### src/rtl/mm_rdr_pkg.sv
// Shared types and constants for the matrix_multiply result reader.
// Optional feature macro: MM_RDR_CHECKSUM_EN adds a trailing XOR checksum byte.
package mm_rdr_pkg;

    localparam int unsigned RESULT_W         = 17;
    localparam int unsigned NUM_RESULTS      = 4;
    localparam int unsigned BYTES_PER_RESULT = 3;
    localparam int unsigned WORD_W           = BYTES_PER_RESULT * 8;

    typedef enum logic [2:0] {
        StIdle,
        StSelect,
        StCapture,
        StSend,
`ifdef MM_RDR_CHECKSUM_EN
        StCsum,
`endif
        StFinish
    } rdr_state_e;

    // Pick byte 'idx' (0 = least significant) out of a captured word.
    function automatic logic [7:0] word_byte(input logic [WORD_W-1:0] w, input logic [1:0] idx);
        logic [7:0] b;
        case (idx)
            2'd0:    b = w[7:0];
            2'd1:    b = w[15:8];
            2'd2:    b = w[23:16];
            default: b = 8'h00;
        endcase
        return b;
    endfunction

endpackage

### src/rtl/mm_rdr_byte_tx.sv
// Byte serializer: holds one captured result word and streams it out LSB first
// over a valid/ready handshake.
module mm_rdr_byte_tx
    import mm_rdr_pkg::*;
(
    input  logic                clk_i,
    input  logic                rst_i,
    input  logic                load_i,
    input  logic [RESULT_W-1:0] word_i,
    input  logic                out_ready_i,
    output logic [7:0]          out_data_o,
    output logic                out_valid_o,
    output logic                fire_o,
    output logic                last_o
);

    localparam logic [1:0] LastByte = 2'(BYTES_PER_RESULT - 1);

    logic [WORD_W-1:0] word_q, word_d;
    logic [1:0]        cnt_q, cnt_d;
    logic              valid_q, valid_d;

    assign fire_o      = valid_q & out_ready_i;
    assign last_o      = fire_o && (cnt_q == LastByte);
    // Data only moves on a transfer, so it is stable during stalls.
    assign out_data_o  = word_byte(word_q, cnt_q);
    assign out_valid_o = valid_q;

    // Next-state: load a new word, or advance the byte pointer on each transfer.
    always_comb begin
        word_d  = word_q;
        cnt_d   = cnt_q;
        valid_d = valid_q;
        if (load_i) begin
            word_d  = WORD_W'(word_i);
            cnt_d   = '0;
            valid_d = 1'b1;
        end else if (fire_o) begin
            if (cnt_q == LastByte) begin
                cnt_d   = '0;
                valid_d = 1'b0;
            end else begin
                cnt_d = cnt_q + 2'd1;
            end
        end
    end

    // Capture register, byte counter and valid flag.
    always_ff @(posedge clk_i) begin
        if (rst_i) begin
            word_q  <= '0;
            cnt_q   <= '0;
            valid_q <= 1'b0;
        end else begin
            word_q  <= word_d;
            cnt_q   <= cnt_d;
            valid_q <= valid_d;
        end
    end

endmodule

### src/rtl/mm_result_reader.sv
// Drains the four matrix_multiply results: selects each index, waits for the
// result to settle, captures it and streams it as three bytes.
// Optional feature macro: MM_RDR_CHECKSUM_EN appends an XOR-of-all-bytes byte.
module mm_result_reader
    import mm_rdr_pkg::*;
#(
    parameter int unsigned SETTLE_CYCLES = 2
) (
    input  logic                clk,
    input  logic                reset,
    input  logic                start,
    input  logic [RESULT_W-1:0] mm_out,
    output logic [1:0]          mm_sel_out,
    output logic [7:0]          out_data,
    output logic                out_valid,
    input  logic                out_ready,
    output logic                busy,
    output logic                done
);

    localparam logic [3:0] SettleLast = 4'(SETTLE_CYCLES - 1);
    localparam logic [1:0] LastIdx    = 2'(NUM_RESULTS - 1);
`ifdef MM_RDR_CHECKSUM_EN
    localparam rdr_state_e AfterLast  = StCsum;
`else
    localparam rdr_state_e AfterLast  = StFinish;
`endif

    rdr_state_e state_q, state_d;
    logic [1:0] idx_q, idx_d;
    logic [3:0] settle_q, settle_d;

    logic       tx_load;
    logic [7:0] tx_data;
    logic       tx_valid;
    logic       tx_fire;
    logic       tx_last;

    mm_rdr_byte_tx u_byte_tx (
        .clk_i       (clk),
        .rst_i       (reset),
        .load_i      (tx_load),
        .word_i      (mm_out),
        .out_ready_i (out_ready),
        .out_data_o  (tx_data),
        .out_valid_o (tx_valid),
        .fire_o      (tx_fire),
        .last_o      (tx_last)
    );

    // Drain sequencing: settle, capture, send, then next index or finish.
    always_comb begin
        state_d  = state_q;
        idx_d    = idx_q;
        settle_d = settle_q;
        tx_load  = 1'b0;
        unique case (state_q)
            StIdle: begin
                if (start) begin
                    state_d  = StSelect;
                    idx_d    = '0;
                    settle_d = '0;
                end
            end
            StSelect: begin
                if (settle_q == SettleLast) begin
                    settle_d = '0;
                    state_d  = StCapture;
                end else begin
                    settle_d = settle_q + 4'd1;
                end
            end
            StCapture: begin
                tx_load = 1'b1;
                state_d = StSend;
            end
            StSend: begin
                if (tx_last) begin
                    if (idx_q == LastIdx) begin
                        state_d = AfterLast;
                    end else begin
                        idx_d   = idx_q + 2'd1;
                        state_d = StSelect;
                    end
                end
            end
`ifdef MM_RDR_CHECKSUM_EN
            StCsum: begin
                if (out_ready) begin
                    state_d = StFinish;
                end
            end
`endif
            StFinish: begin
                state_d = StIdle;
            end
            default: begin
                state_d = StIdle;
            end
        endcase
    end

    // FSM state, result index and settle counter.
    always_ff @(posedge clk) begin
        if (reset) begin
            state_q  <= StIdle;
            idx_q    <= '0;
            settle_q <= '0;
        end else begin
            state_q  <= state_d;
            idx_q    <= idx_d;
            settle_q <= settle_d;
        end
    end

`ifdef MM_RDR_CHECKSUM_EN
    logic [7:0] csum_q, csum_d;

    // Running XOR over every data byte that actually transfers.
    always_comb begin
        csum_d = csum_q;
        if (state_q == StIdle && start) begin
            csum_d = '0;
        end else if (tx_fire) begin
            csum_d = csum_q ^ tx_data;
        end
    end

    // Checksum accumulator.
    always_ff @(posedge clk) begin
        if (reset) begin
            csum_q <= '0;
        end else begin
            csum_q <= csum_d;
        end
    end

    // The byte transmitter is idle in StCsum, so the checksum owns the stream.
    assign out_valid = tx_valid | (state_q == StCsum);
    assign out_data  = (state_q == StCsum) ? csum_q : tx_data;
`else
    assign out_valid = tx_valid;
    assign out_data  = tx_data;
`endif

    assign mm_sel_out = idx_q;
    assign busy       = (state_q != StIdle);
    assign done       = (state_q == StFinish);

endmodule

### config.mk
export PLATFORM = sky130hd
export DESIGN_NAME = mm_result_reader
export DESIGN_NICKNAME = d
export VERILOG_FILES = /design/src/rtl/mm_rdr_pkg.sv /design/src/rtl/mm_rdr_byte_tx.sv /design/src/rtl/mm_result_reader.sv
export SDC_FILE = /design/constraint.sdc
export NUM_CORES = 1
export LEC_CHECK = 0
export ABC_AREA = 1
export ABC_CLOCK_PERIOD_IN_PS = 1600
export CAP_MARGIN = 20
export CORE_MARGIN = 2
export CORE_UTILIZATION = 30
export CTS_CLUSTER_SIZE = 30
export DETAILED_ROUTE_END_ITERATION = 8
export GPL_TIMING_DRIVEN = 0
export SYNTH_ARGS = -nofsm -noshare
export SYNTH_HDL_FRONTEND = slang
export SYNTH_HIERARCHICAL = 1
export SYNTH_SLANG_ARGS = --single-unit
### constraint.sdc
create_clock -name clk -period 1.6 [get_ports clk]
set_input_delay 0.32 -clock clk [delete_from_list [all_inputs] [get_ports clk]]
set_output_delay 0.32 -clock clk [all_outputs]
set_load 0.1 [all_outputs]
==> metrics, run 1 <==
core area 4354 um^2; Max Buffers Root-to-Sink 2; 1st-pass router iterations 4; area added between synthesis and finish 56.96%; GR Util met3 3.989%; crit path launch type flop; Worst Tran Pin Value 541.1 ps; CTS tree done; CTS Sinks 29; Rows 24; number of synthesized register bits 29; final wirelength 3411 um; # setup viols final 4; Initial Util 30.98%; Mapped Cells 190; number of global-route vias before repair 1302; max-slew headroom at the worst pin 64.10%; fin. max-slew vios 0; sw frac 48.68%; ANT cells 0; design area 2117 um^2; clock power share 13.7%; RSZ-0062 raised after global routing yes; global placement routability congestion 0.7538; Clk Tree Root Cell clkbuf_8; Critical Path RT 1280 ps; HPWL after DPL 2280 um; top post-synthesis cells by area dfxtp_1, nor2_1, nand2_1; fillers 434; Min Hold Slack 483.7 ps; commonest cells in the netlist nor2_1, dfxtp_1, nand2_1, o21ai_0, nand3_1; Gate power share 58.7%; CP endpoint kind output pin; register area share after synthesis 43.04%; H-tree depth 2; placed cell areas 1775 um^2; Fmax 621.5 MHz; LEAKAGE 0.0009396 uW; gr usage total 14.66%; Period Utilization, post-route 100.6%; max cap viols 0; Layout Nets 261; fraction of layout cells with a size suffix above 1 27.92%; detailed-route via count 1352; global-route wire length before repair 5796 um; commonest register cell after synthesis dfxtp_1; Vias/cell 4.630; Peak supply drop 836.0 uV; EDFF count, synth 0; syn_nets 212; Worst-path clk slew 60 ps; Yosys top cell area share 43.04%; P_int 2124 uW; top-count cell post-synth nor2_1; Mapped Area 1349 um^2; Hold-fix buffers, CTS 0; YS warnings 6; Flop pwr share 27.6%; largest net degree at the start of global routing 11; Die W 71.05 um; DRT iter0 DRCs 55; status complete, but fails checks; Non-Filler Instances 292; switching pwr 2014 uW; min Tclk post-route 1609 ps; TNS Setup -22.86 ps; drt wl/cell 11.68 um; Worst-Skew Late Latency 270 ps; failing checks setup timing; Power Density 1954 nW/um^2; Hold Violations, Final 0; full die area 5048 um^2; final worst slack -9.104 ps; total gr overflow 0; Die H 71.05 um; Hold WC Path Type flop to flop; Mean Syn Cell Area 7.099 um^2; cts bufs inserted 5; initial antenna violation count 0; met2 usage 24.09%; Worst Skew 8.892 ps; Power, Total 4137 uW; PortBufs 33; ANT nets after route 0; crit path kind flop to output pin; critical path fanouts, max 4; Netlist cell types 24; Ports 34; drt drc 0; arrival time worst endpoint 1290 ps; largest area contributor in the netlist dfxtp_1; asr flop ratio synth 0%; gr busiest metal met2; placed cell count 275; met1 usage 18.06%
[cells by family after synthesis]
logic type,Yosys count,synth area share [%]
simple gates,102,32.10
compound gates,36,16.14
flops,29,43.04
buf+inv,22,7.792
fa+ha+maj,1,0.9275
[registers in the layout (all words and copies together), names as in the netlist]
name	flops
settle_q	4
mm_sel_out	2
state_q	3
u_byte_tx/word_q	17
u_byte_tx/out_valid_o	1
u_byte_tx/cnt_q	2
[layout make-up]
cell class / instances / area (um^2) / area share (%)
well taps: 52 / 65.06 / 3.073
plain buffers: 4 / 35.03 / 1.655
inverters: 18 / 72.57 / 3.428
repair buffers: 41 / 505.5 / 23.88
multi-input cells: 140 / 762.0 / 35.99
clock buffers: 6 / 72.57 / 3.428
flip-flops and latches: 29 / 594.3 / 28.07
clock inverters: 2 / 10.01 / 0.4728
[worst max-delay path, stage by stage, from the launching register on]
cell     delay [ps]
dfxtp_4         370
inv_4            80
nor2_4           50
buf_4           130
a22o_4          220
buf_12          160
[metrics by stage]
step / util (%) / setup WS [ps]
after global placement: 40.78 / -796.1
after floorplan: - / 30.56
after detailed placement: 40.78 / -780.6
after global routing: 48.62 / -51.48
final: 48.62 / -9.104
after CTS: 47.59 / -78.88
[layer usage]
layer | vias to the layer above | wire [um]
met5 | - | 0
met4 | 0 | 48
met3 | 4 | 116
met2 | 20 | 1647
met1 | 609 | 1598
li1 | 719 | -
[layout by cell type (no fill, tap or decap), types with 3 or more instances in the layout]
master           Yosys  layout
nor2_4               1       3
dfxtp_2              0       5
buf_6                2       5
nor2_2               3       3
buf_4                1       6
inv_2                6       5
buf_12               0      10
clkdlybuf4s15_2      0       3
nand3_1             13      12
nor2_1              48      47
clkdlybuf4s50_1      0      20
a21oi_1              6       6
dfxtp_1             29      22
clkbuf_8             0       5
a22o_4               0       7
nand2_2              3       4
nand2_1             29      28
o21ai_0             18      18
inv_1               11      11
[final timing paths]
path,startpoint,depth (start not counted),slack (ps),to
max,u_byte_tx/cnt_q[0],5,-9,out_data[6]
max reg2reg,state_q[2],8,290,u_byte_tx/word_q[10]
min,u_byte_tx/out_valid_o,2,480,u_byte_tx/out_valid_o
min reg2reg,u_byte_tx/out_valid_o,2,480,u_byte_tx/out_valid_o
[power by group through the flow]
stage          Clock (uW)  Sequential [uW]  Combinational [uW]
2_1_floorplan           0             1320                1430
3_3_place_gp            0             1130                2080
3_5_place_dp            0             1130                2090
4_1_cts               585             1140                2400
5_1_grt               606             1180                2600
6_report              566             1140                2430
[timing repair]
action / CTS / global route
buffers inserted: 6 / 2
gates cloned: 1 / 0
setup endpoints to repair: 13 / 9
hold endpoints to repair: 0 / 0
pin swaps: 5 / 3
resized for setup: 109 / 5
Power figures use the tool's default switching activity.
==> inputs of run 2 (changes only) <==
Settings changed: CORE_MARGIN 2 to default.
==> run 2 against run 1 <==
The flow still finishes with violations (setup timing). Via count down 0.44%. Clock-buffer cell count grew 1. Sequential power about the same. Die area is 5.6% lower. Clock power up 16%. Largest power group unchanged. Highest routed layer unchanged.
==> metrics, run 2 (synthesized netlist as in run 1, its figures left out) <==
status complete, but fails checks; failing checks setup timing; final wirelength 3234 um; DRT iter0 DRCs 85; HPWL after DPL 2214 um; full die area 4768 um^2; crit path launch type flop; ANT cells 0; PortBufs 33; Worst Hold Launch u_byte_tx/out_valid_o; min Tclk post-route 1603 ps; Max Buffers Root-to-Sink 2; final worst slack -3.423 ps; ANT nets after route 0; initial antenna violation count 0; drt wl/cell 11.08 um; Ports 34; fin. max-slew vios 0; max cap viols 0; arrival time worst endpoint 1280 ps; leading cell type in the layout, fill and taps excluded nor2_1; LEAKAGE 0.0009439 uW; Clk Tree Root Cell clkbuf_8; area added between synthesis and finish 57.51%; register with the most flip-flops u_byte_tx/word_q; core area 4324 um^2; H-tree depth 2; Vias/cell 4.610; critical path fanouts, max 4; Fmax 623.7 MHz; drt drc 0; Initial Util 31.19%; crit path kind flop to output pin; Non-Filler Instances 292; largest registers u_byte_tx/word_q x17, settle_q x4, state_q x3; # setup viols final 1; cts bufs inserted 5; Rows 24; max-slew headroom at the worst pin 63.95%; Period Utilization, post-route 100.2%; RSZ-0062 raised after global routing yes; largest net degree at the start of global routing 11; Worst-path clk slew 60 ps; Peak supply drop 835.6 uV; Worst-Skew Late Latency 270 ps; most frequent cells in the layout nor2_1, nand2_1, dfxtp_1, clkdlybuf4s50_1, o21ai_0; Hold WC Path Type flop to flop; RR Startpoint state_q[2]; Worst Tran Pin Value 543.2 ps; fraction of layout cells with a size suffix above 1 28.75%; number of global-route vias before repair 1250; Hold Violations, Final 0; Die W 69.05 um; Power Density 1987 nW/um^2; global placement routability congestion 0.7609; global-route wire length before repair 5602 um; CTS tree done; 1st-pass router iterations 4; total gr overflow 0; Critical Path RT 1280 ps; CTS Sinks 29; Die H 69.05 um; Worst Skew 11.06 ps; gr usage total 14.57%; CP endpoint kind output pin; pre-CTS WS -785.6 ps; max reg flops 17; Layout Nets 261; placed cell count 275; Crit. Startpoint u_byte_tx/cnt_q[0]; detailed-route via count 1346
[run 2: path summary, 6_finish.rpt]
kind,slack [ps],cells past startpoint,endpoint
max reg2reg,300,7,u_byte_tx/word_q[12]
min,480,2,u_byte_tx/out_valid_o
min reg2reg,480,2,u_byte_tx/out_valid_o
max,-3,4,out_data[3]
[run 2: area by class of cell]
class | count | area [um^2]
Multi-Input combinational cell | 140 | 769.5
Tap cell | 52 | 65.06
Buffer | 4 | 35.03
Fill cell | 433 | 2200
Clock buffer | 7 | 96.34
Timing Repair Buffer | 41 | 489.2
Sequential cell | 29 | 594.3
Inverter | 18 | 70.07
Clock inverter | 1 | 5.005
[run 2: through the flow]
step / power, uW / hold slack, ps / setup TNS [ps] / utilization (%) / instance area (um^2)
floorplan: 2750 / 381.7 / 0 / - / 1380
CTS: 4230 / 487.3 / -0.5352 / 48.67 / 2105
global route: 4439 / 513.0 / -175.4 / 49.13 / 2125
finish: 4221 / 483.6 / -3.423 / 49.13 / 2125
global placement: 3201 / 465.6 / -8177 / 41.06 / 1775
detailed placement: 3207 / 477.7 / -7994 / 41.06 / 1775
[run 2: critical path, cell delays in order (launching register included)]
cell and delay, ps:
dfxtp_4 370, buf_6 120, nor2_4 180, a22o_4 180, buf_12 160
[run 2: repair_timing]
| action | 4_1_cts | 5_1_grt |
|---|---|---|
| setup buffers | 6 | 2 |
| endpoints found under the setup margin | 13 | 9 |
| hold buffers | 0 | 0 |
| pin swaps | 2 | 3 |
| gates cloned | 1 | 0 |
| resized for setup | 113 | 2 |
[run 2: power by group]
part | internal, uW | switching [uW] | leakage, uW
Sequential | 953 | 193 | 0.000241
Clock | 388 | 268 | 0.0000542
Combinational | 860 | 1560 | 0.000649
[run 2: routing by layer]
| layer | wire length [um] | track usage [%] |
|---|---|---|
| met4 | 25 | 5.442 |
| met5 | 0 | 0 |
| met3 | 86 | 3.509 |
| met2 | 1510 | 22.55 |
| met1 | 1612 | 19.58 |
